## config.mk

```make
export PLATFORM = sky130hd
export DESIGN_NAME = mem_stage
export DESIGN_NICKNAME = d
export VERILOG_FILES = /design/src/rtl/mem_pkg.sv /design/src/rtl/mem_wb_reg.sv /design/src/rtl/mem_stage.sv
export SDC_FILE = /design/constraint.sdc
export NUM_CORES = 1
export LEC_CHECK = 0
export ABC_AREA = 1
export CORE_ASPECT_RATIO = 2
export CORE_MARGIN = 3
export CORE_UTILIZATION = 43
export CTS_CLUSTER_DIAMETER = 150
export DETAILED_ROUTE_END_ITERATION = 16
export HOLD_SLACK_MARGIN = 0.08
export PLACE_DENSITY_LB_ADDON = 0.08
export SYNTH_ARGS = -nofsm -noshare
export SYNTH_HDL_FRONTEND = slang
export SYNTH_HIERARCHICAL = 1
export SYNTH_SLANG_ARGS = --single-unit
export TNS_END_PERCENT = 30
```

## constraint.sdc

```tcl
create_clock -name clk -period 2.1 [get_ports clk]
set_input_delay 0.525 -clock clk [delete_from_list [all_inputs] [get_ports clk]]
set_output_delay 0.525 -clock clk [all_outputs]
set_load 0.02 [all_outputs]
```

## src/rtl/mem_pkg.sv

```systemverilog
// Shared types and constants for the memory pipeline stage and its MEM/WB register.
package mem_pkg;
    localparam int DATA_W         = 32;
    localparam int WB_CTL_W       = 2;
    localparam int REG_W          = 5;
    localparam int CNT_W          = 4;
    localparam int TIMEOUT_CYCLES = 15;

    typedef enum logic {
        ST_IDLE = 1'b0,
        ST_WAIT = 1'b1
    } state_t;

    function automatic logic word_aligned(input logic [1:0] addr_lsb);
        return addr_lsb == 2'b00;
    endfunction
endpackage

```

## src/rtl/mem_wb_reg.sv

```systemverilog
// MEM/WB pipeline register: one-cycle valid pulse per load, fields hold otherwise.
module mem_wb_reg
    import mem_pkg::*;
(
    input  logic                clk,
    input  logic                rst_n,
    input  logic                load,
    input  logic                squash,
    input  logic [WB_CTL_W-1:0] ctl_next,
    input  logic [DATA_W-1:0]   rdata_next,
    input  logic [DATA_W-1:0]   alu_next,
    input  logic [REG_W-1:0]    dst_next,
    output logic                valid,
    output logic [WB_CTL_W-1:0] ctl,
    output logic [DATA_W-1:0]   rdata,
    output logic [DATA_W-1:0]   alu,
    output logic [REG_W-1:0]    dst
);
    logic                valid_reg;
    logic [WB_CTL_W-1:0] ctl_reg;
    logic [DATA_W-1:0]   rdata_reg;
    logic [DATA_W-1:0]   alu_reg;
    logic [REG_W-1:0]    dst_reg;

    // A squashed entry still retires, but must not write the register file.
    always_ff @(posedge clk) begin
        if (!rst_n) begin
            valid_reg <= 1'b0;
            ctl_reg   <= '0;
            rdata_reg <= '0;
            alu_reg   <= '0;
            dst_reg   <= '0;
        end else begin
            valid_reg <= load;
            if (load) begin
                ctl_reg   <= squash ? '0 : ctl_next;
                rdata_reg <= squash ? '0 : rdata_next;
                alu_reg   <= alu_next;
                dst_reg   <= dst_next;
            end
        end
    end

    assign valid = valid_reg;
    assign ctl   = ctl_reg;
    assign rdata = rdata_reg;
    assign alu   = alu_reg;
    assign dst   = dst_reg;
endmodule

```

## src/rtl/mem_stage.sv

```systemverilog
// MEM pipeline stage: data-memory request/ack FSM with a wait-cycle timeout,
// stalling earlier stages while an access is outstanding.
module mem_stage
    import mem_pkg::*;
(
    input  logic                clk,
    input  logic                rst_n,
    input  logic                in_valid,
    input  logic [WB_CTL_W-1:0] wb_ctlout,
    input  logic                branch,
    input  logic                memread,
    input  logic                memwrite,
    input  logic                zero,
    input  logic [DATA_W-1:0]   alu_result,
    input  logic [DATA_W-1:0]   rdata2out,
    input  logic [REG_W-1:0]    five_bit_muxout,
    output logic                stall,
    output logic                pcsrc,
    output logic                dmem_req,
    output logic                dmem_we,
    output logic [DATA_W-1:0]   dmem_addr,
    output logic [DATA_W-1:0]   dmem_wdata,
    input  logic [DATA_W-1:0]   dmem_rdata,
    input  logic                dmem_ack,
    output logic                wb_valid,
    output logic [WB_CTL_W-1:0] wb_ctl,
    output logic [DATA_W-1:0]   read_data,
    output logic [DATA_W-1:0]   alu_q,
    output logic [REG_W-1:0]    write_reg,
    output logic                align_err,
    output logic                timeout_err
);
    localparam logic [CNT_W-1:0] CNT_LAST = CNT_W'(TIMEOUT_CYCLES - 1);

    state_t              state_reg;
    logic [CNT_W-1:0]    count_reg;
    logic                req_reg;
    logic                we_reg;
    logic [DATA_W-1:0]   addr_reg;
    logic [DATA_W-1:0]   wdata_reg;
    logic [WB_CTL_W-1:0] pend_ctl_reg;
    logic [REG_W-1:0]    pend_dst_reg;
    logic                align_err_reg;
    logic                timeout_err_reg;

    logic is_idle;
    logic is_wait;
    logic single_op;
    logic both_op;
    logic start_access;
    logic ack_seen;
    logic expire;

    logic                wb_load;
    logic                wb_squash;
    logic [WB_CTL_W-1:0] wb_ctl_next;
    logic [DATA_W-1:0]   wb_rdata_next;
    logic [DATA_W-1:0]   wb_alu_next;
    logic [REG_W-1:0]    wb_dst_next;

    assign is_idle      = (state_reg == ST_IDLE);
    assign is_wait      = (state_reg == ST_WAIT);
    assign single_op    = in_valid & (memread ^ memwrite);
    assign both_op      = in_valid & memread & memwrite;
    assign start_access = is_idle & single_op & word_aligned(alu_result[1:0]);
    assign ack_seen     = is_wait & dmem_ack;
    // The fifteenth WAIT cycle without ack is the last one; an ack there still wins.
    assign expire       = is_wait & ~dmem_ack & (count_reg == CNT_LAST);

    assign stall = start_access | (is_wait & ~dmem_ack);
    assign pcsrc = is_idle & in_valid & branch & zero;

    assign dmem_req    = req_reg;
    assign dmem_we     = we_reg;
    assign dmem_addr   = addr_reg;
    assign dmem_wdata  = wdata_reg;
    assign align_err   = align_err_reg;
    assign timeout_err = timeout_err_reg;

    always_ff @(posedge clk) begin
        if (!rst_n) begin
            state_reg       <= ST_IDLE;
            count_reg       <= '0;
            req_reg         <= 1'b0;
            we_reg          <= 1'b0;
            addr_reg        <= '0;
            wdata_reg       <= '0;
            pend_ctl_reg    <= '0;
            pend_dst_reg    <= '0;
            align_err_reg   <= 1'b0;
            timeout_err_reg <= 1'b0;
        end else begin
            unique case (state_reg)
                ST_IDLE: begin
                    if (start_access) begin
                        state_reg    <= ST_WAIT;
                        count_reg    <= '0;
                        req_reg      <= 1'b1;
                        we_reg       <= memwrite;
                        addr_reg     <= alu_result;
                        wdata_reg    <= rdata2out;
                        pend_ctl_reg <= wb_ctlout;
                        pend_dst_reg <= five_bit_muxout;
                    end else if (single_op || both_op) begin
                        align_err_reg <= 1'b1;
                    end
                end
                ST_WAIT: begin
                    if (dmem_ack) begin
                        state_reg <= ST_IDLE;
                        req_reg   <= 1'b0;
                    end else begin
                        count_reg <= count_reg + CNT_W'(1);
                        if (count_reg == CNT_LAST) begin
                            state_reg       <= ST_IDLE;
                            req_reg         <= 1'b0;
                            timeout_err_reg <= 1'b1;
                        end
                    end
                end
                default: state_reg <= ST_IDLE;
            endcase
        end
    end

    // In WAIT the retiring fields come from what was captured at access start.
    always_comb begin
        wb_load       = 1'b0;
        wb_squash     = 1'b0;
        wb_ctl_next   = wb_ctlout;
        wb_rdata_next = '0;
        wb_alu_next   = alu_result;
        wb_dst_next   = five_bit_muxout;
        if (is_idle) begin
            wb_load   = in_valid & ~start_access;
            wb_squash = single_op | both_op;
        end else begin
            wb_ctl_next   = pend_ctl_reg;
            wb_alu_next   = addr_reg;
            wb_dst_next   = pend_dst_reg;
            wb_rdata_next = we_reg ? '0 : dmem_rdata;
            wb_load       = ack_seen | expire;
            wb_squash     = expire;
        end
    end

    mem_wb_reg u_mem_wb_reg (
        .clk        (clk),
        .rst_n      (rst_n),
        .load       (wb_load),
        .squash     (wb_squash),
        .ctl_next   (wb_ctl_next),
        .rdata_next (wb_rdata_next),
        .alu_next   (wb_alu_next),
        .dst_next   (wb_dst_next),
        .valid      (wb_valid),
        .ctl        (wb_ctl),
        .rdata      (read_data),
        .alu        (alu_q),
        .dst        (write_reg)
    );
endmodule

```

==> results by group, run 1 <==
STA
  – RSZ-0062 raised after global routing: false
  – Worst Skew: 11.1 ps
  – Worst Max-Slew Pin Slew: 673 ps
  – Final setup violation count: 0
  – Period minus WS final: 2030 ps
  – Fin crit share: 96.5%
  – Final-report hold violation count: 0
  – Rel. slew slack: 55.1%
  – Slew Viols, Final: 0
  – Max Clock Freq: 494 MHz

Synthesis
  – EDFF count, synth: 0
  – Library cells used by synthesis: 25
  – Seq/Total Area, Yosys: 48.8%
  – Synth top area cells: dfxtp_1 49%, nor2_1 15%, nand2_1 9.7%, o21ai_0 6.0%, nand3_1 3.4%
  – Post-synthesis register bit count: 152
  – Post-synth ARST share: 0%
  – Syn_area_per_cell: 7.08 um^2
  – Top cell type's share of synthesized area: 48.8%
  – Mapped Cells: 881
  – Area leader, netlist: dfxtp_1
  – YS warnings: 6
  – Post-synth top cells: 254 x nor2_1, 161 x nand2_1, 152 x dfxtp_1, 75 x o21ai_0, 42 x nand3_1
  – Post-Syn Area: 0.00624 mm^2
  – Most common cell in the synthesized netlist: nor2_1
  – Post-Synthesis Net Count: 994
  – Main synth FF type: dfxtp_1

Die
  – Initial core utilization: 44.4%
  – Die Span Y: 176 um
  – Die area: 0.0161 mm^2
  – Num ports: 253
  – Placeable Area: 0.0140 mm^2
  – Die W: 91.2 um
  – # rows: 61

Layout
  – Reg area: 0.00304 mm^2
  – Area delta synth->final: 52.7%
  – Nets: 1232
  – Share of post-route cells with drive strength above 1: 6.98%
  – Filler cell count: 1297
  – Multi-input gate area: 0.00265 mm^2
  – Post-Layout Cell Count: 1322
  – Post-layout instance area: 0.00952 mm^2

Clock network
  – Clk_lat worst skew: 410 ps
  – CTS tree: yes
  – CTS root buf: clkbuf_16
  – Sink Count: 152
  – H-tree depth: 4
  – TritonCTS buffer count: 17
  – Worst-path clk slew: 60 ps
  – Max clock buf depth: 2
  – Post-CTS Hold Buffers: 0

Detailed routing
  – Via/cell ratio: 4.82
  – Iter 0 DRT Violations: 318
  – WL/cell: 14.7 um
  – Remaining DRCs: 0
  – Pre-antenna DRT Iters: 4
  – Post-route ant nets: 0
  – Via count: 6372
  – Final WL: 19500 um

GRT
  – Vias in the first global route: 6304
  – Initial antenna violation count: 1
  – Largest net degree at the start of global routing: 77
  – Global route overflow: 0
  – Overall Global Routing Usage: 24.2%
  – First-pass GRT wire length: 31500 um

Power and ir drop
  – Total Power: 7.18 mW
  – Leak: 3.89 nW
  – Maximum VDD drop: 0.000592 V
  – Power per cell area: 754 mW/mm^2

Critical path
  – Max FO, Critical Path: 5
  – CP arrival: 1500 ps
  – CP startpoint kind: input pin
  – Worst EP required: 1570 ps
  – Crit-path most repeated cell: nand2_4
  – Critical path class: input pin to primary output
  – CP endpoint kind: primary output
  – Buf+Inv Stages, Crit Path: 2
  – Slowest stage cell, crit path: clkdlybuf4s50_1
  – Crit-path leading delay family: buffers and inverters
  – Max incr delay on CP: 500 ps
  – Critical-path cell list: clkdlybuf4s50_1 -> nand2_4 -> nor2_4 -> nand2_4 -> nand2_2 -> buf_6

Placed design
  – Dpl hpwl: 13000 um
  – Placement Cell Area: 0.00895 mm^2
  – IO buf count: 252
  – Final Wtd Congestion: 0.793
  – Dpl cells: 1289

Flow run
  – Max cap viols: 0

Hold path
  – Min-Delay Path Class: register to register

Run status
  – Status: complete, no violations
path summary, 6_finish.rpt:
| check | startpoint | endpoint | slack (ps) | cells after the start |
|---|---|---|---|---|
| max reg2reg | count_reg[1] | u_mem_wb_reg/rdata[23] | 300 | 8 |
| min reg2reg | timeout_err | timeout_err | 450 | 2 |
| max | in_valid | stall | 70 | 6 |
| min | timeout_err | timeout_err | 450 | 2 |
routing by layer:
metal  global-route usage, %  wire [um]
met1                    26.1       7520
met5                       0          0
met4                    10.1        513
met2                    43.9      10100
met3                    6.48       1320
layout make-up:
| type | instances | share of cell area, % |
|---|---|---|
| Multi-Input combinational cell | 621 | 27.8 |
| Tap cell | 189 | 2.48 |
| Timing Repair Buffer | 280 | 29.8 |
| Antenna cell | 1 | 0.0263 |
| Inverter | 47 | 1.96 |
| Clock inverter | 15 | 1.45 |
| Clock buffer | 17 | 4.47 |
| Sequential cell | 152 | 32.0 |
timing repair:
item / CTS / global route
setup endpoints to repair: 2 / 2
pin swaps: 0 / 1
gates resized for setup: 10 / 6
buffers inserted: 0 / 0
report_power, final:
group | internal [mW] | total [mW] | leakage [nW] | switching, mW
combinational | 0.558 | 1.15 | 2.37 | 0.587
clock | 1.65 | 2.95 | 0.272 | 1.30
sequential | 3.01 | 3.08 | 1.24 | 0.0698
cells in the final DEF, fill, tap and decap left out:
master           instances
buf_12                   9
nor2_2                   2
o21ai_4                  1
o21ai_0                 74
nor2_1                 252
inv_6                    8
clkinvlp_4               3
dlymetal6s2s_1           2
nand3_1                 42
nor3_1                   2
clkinv_2                 3
or2_2                    2
inv_2                    2
nand2_2                  2
dfxtp_2                  1
clkinv_4                 1
dfxtp_1                151
xnor2_1                  1
ha_1                     2
buf_2                    2
nand2_1                160
inv_1                   40
o21ai_1                 36
buf_6                    1
a21oi_1                 41
clkinv_1                 2
nor2_4                   1
clkdlybuf4s50_1        247
diode_2                  1
buf_4                   19
bufinv_16                1
inv_4                    2
nand4_1                  1
clkbuf_16               17
nand2_4                  2
worst min-delay path: cells and delay by family, from the launching register on:
family / cells / cell delay, ps
AOI/OAI and AO/OA: 1 / 50
DFF: 1 / 310
buffers and inverters: 1 / 50
cells by family (layout without fill, tap and decap cells):
logic type | after synthesis | in the layout | share of synthesized area (%)
DFF | 152 | 152 | 48.8
other | 0 | 1 | 0
and+or+nand+nor | 466 | 466 | 29.4
xor gates and xnor gates | 1 | 1 | 0.140
adders and majority gates | 2 | 2 | 0.401
AOI/OAI and AO/OA | 152 | 152 | 12.2
buffers and inverters | 108 | 359 | 9.05
stage by stage:
| stage | TNS [ps] | util, % | hold WS (ps) | setup WS [ps] |
|---|---|---|---|---|
| after floorplan | 0 | - | 455 | 228 |
| after global routing | 0 | 67.8 | 480 | 0.191 |
| after global placement | -28280 | 63.7 | 437 | -452 |
| after detailed placement | -31530 | 63.7 | 443 | -464 |
| after CTS | 0 | 67.7 | 454 | 6.29 |
| final | 0 | 67.8 | 453 | 74.5 |
Power figures use the tool's default switching activity.
==> run 2: changes to the inputs <==
--- a/config.mk
+++ b/config.mk
@@ -7,7 +7,6 @@
 export LEC_CHECK = 0
 export ABC_AREA = 1
 export CORE_ASPECT_RATIO = 2
-export CORE_MARGIN = 3
 export CORE_UTILIZATION = 43
 export CTS_CLUSTER_DIAMETER = 150
 export DETAILED_ROUTE_END_ITERATION = 16
==> results by group, run 2 (synthesis results as in run 1) <==
Clock network
  – CTS root buf: clkbuf_16
  – Sink Count: 152 (unchanged)
  – Worst-path clk slew: 50 ps (about the same)
  – CTS tree: yes
  – Post-CTS Setup Inserts: 0 (unchanged)
  – H-tree depth: 4 (unchanged)
  – Clk_lat worst skew: 410 ps (about the same)
  – TritonCTS buffer count: 17 (unchanged)
  – Max clock buf depth: 2 (unchanged)

STA
  – Final setup violation count: 0 (unchanged)
  – Hold Slack: 453 ps (-0.544 ps)
  – Worst Max-Slew Pin Slew: 648 ps (-24.8 ps)
  – RSZ-0062 raised after global routing: false
  – Final-report hold violation count: 0 (unchanged)
  – Max Clock Freq: 496 MHz (+0.45%)
  – Fin crit share: 96.0% (-0.43 points)
  – Worst setup margin: 83.6 ps (+9.04 ps)
  – Rel. slew slack: 56.8% (+1.7 points)
  – Worst Skew: 10.2 ps (-0.860 ps)
  – Slew Viols, Final: 0 (unchanged)
  – Setup TNS: 0 ps (unchanged)
  – Period minus WS final: 2020 ps (-9.04 ps)

Detailed routing
  – Post-route ant nets: 0 (unchanged)
  – Iter 0 DRT Violations: 282 (-11%)
  – WL/cell: 14.1 um (-4.1%)
  – Via count: 6283 (-1.4%)
  – Pre-antenna DRT Iters: 6 (+2)
  – Remaining DRCs: 0 (unchanged)
  – Via/cell ratio: 4.76 (-1.3%)
  – Final WL: 18600 um (-4.2%)

Hold path
  – Min-delay src: timeout_err
  – WHS Endpoint: timeout_err
  – Hold Crit Depth: 2 (unchanged)
  – Min-Delay Path Class: register to register

Critical path
  – Max FO, Critical Path: 2 (-3)
  – Max incr delay on CP: 490 ps (about the same)
  – Reg2reg start: count_reg[1]
  – R2r worst-path depth: 8 (unchanged)
  – CP startpoint kind: input pin
  – Buf+Inv Stages, Crit Path: 3 (+1)
  – Critical path class: input pin to primary output
  – Slowest stage cell, crit path: clkdlybuf4s50_1
  – Critical-path cell list: clkdlybuf4s50_1 -> nand2_1 -> nand2_1 -> inv_2 -> nand2_4 -> nand2_2 -> buf_4
  – Crit-path leading delay family: buffers and inverters
  – Crit-path most repeated cell: nand2_1
  – CP arrival: 1490 ps (about the same)
  – Worst EP required: 1570 ps (about the same)
  – FF-to-FF setup slack: 360 ps (+60 ps)
  – RR Endpoint: u_mem_wb_reg/rdata[29]
  – CP endpoint kind: primary output

Layout
  – Multi-input gate area: 0.00265 mm^2 (-0.19%)
  – Post-layout instance area: 0.00955 mm^2 (+0.32%)
  – Area delta synth->final: 53.1%
  – Post-route core utilization: 68.0% (+0.21 points)
  – Reg area: 0.00304 mm^2 (unchanged)
  – Filler cell count: 1247 (-3.9%)
  – Most frequent cells in the layout: 253 x nor2_1, 248 x clkdlybuf4s50_1, 161 x nand2_1
  – Most common cell after layout, fill and taps aside: nor2_1
  – Share of post-route cells with drive strength above 1: 6.63% (-0.35 points)
  – Nets: 1233 (+0.081%)

Placed design
  – Place WS: -415 ps (+49.0 ps)
  – Dpl hpwl: 12500 um (-3.8%)
  – Final Wtd Congestion: 0.796 (+0.49%)
  – Placement Cell Area: 0.00894 mm^2 (about the same)
  – IO buf count: 252 (unchanged)

Die
  – Die Span Y: 172 um (-2.3%)
  – Num ports: 253 (unchanged)
  – Placeable Area: 0.0140 mm^2 (unchanged)
  – Die area: 0.0150 mm^2 (-6.6%)
  – Initial core utilization: 44.4% (unchanged)
  – Die W: 87.2 um (-4.4%)
  – # rows: 61 (unchanged)

GRT
  – Grt peak-use layer: met2
  – M1 GR Usage: 26.8% (+0.66 points)
  – First-pass GRT wire length: 29100 um (-7.6%)
  – Largest net degree at the start of global routing: 77 (unchanged)
  – Vias in the first global route: 5946 (-5.7%)
  – Met3 GRT Util: 6.54% (+0.058 points)
  – Overall Global Routing Usage: 24.9% (+0.75 points)
  – Initial antenna violation count: 1 (unchanged)
  – Global route overflow: 0 (unchanged)
  – Met2 Resource Use GR: 46.0% (+2.1 points)

Power and ir drop
  – Leak: 3.90 nW (+0.33%)
  – Maximum VDD drop: 0.000631 V (+6.7%)
  – Power per cell area: 773 mW/mm^2 (+2.5%)

Run status
  – Status: complete, no violations

Flow run
  – Max cap viols: 0 (unchanged)
run 2: where the power goes:
group          internal (mW)  switching [mW]
Clock                   1.98            1.18
Sequential              3.01          0.0693
Combinational          0.559           0.585
run 2: worst max path at each step:
stage / slack [ps] / start / endpoint / cells after the start
floorplan: 230 / memwrite / u_mem_wb_reg/alu[1] / 11
global placement: -390 / memwrite / stall / 6
detailed placement: -420 / memwrite / stall / 6
CTS: 30 / memwrite / stall / 6
global route: 5 / alu_result[1] / stall / 7
finish: 80 / memread / stall / 7
run 2: what timing repair did:
action,CTS,global route
pin swaps,0,1
gates resized for setup,9,4
hold buffers,0,0
endpoints found under the setup margin,2,11
endpoints found under the hold margin,0,0
run 2: layer usage:
metal / wire length (um) / share of wire [%] / up-vias
met5: 0 / 0 / -
met4: 379 / 2.0 / 0
met3: 1140 / 6.1 / 22
met2: 9830 / 53 / 210
met1: 7290 / 39 / 2815
li1: - / - / 3236
run 2: metrics by stage:
step,power [mW],instances
final,7.38,1321
after floorplan,3.69,881
after global routing,7.66,1321
after detailed placement,4.29,1290
after CTS,7.46,1320
after global placement,4.28,1290
run 2: cell type report:
type / count / share of cell area [%]
timing repair buffer: 281 / 29.7
tap: 189 / 2.48
antenna: 1 / 0.0262
sequential: 152 / 31.9
clock buffer: 18 / 4.49
multi-input combinational: 621 / 27.7
clock inverter: 12 / 1.85
inverter: 47 / 1.95
run 2: worst min-delay path, stage by stage (launching register included):
cell,delay [ps]
dfxtp_1,310
inv_1,50
a21oi_1,50
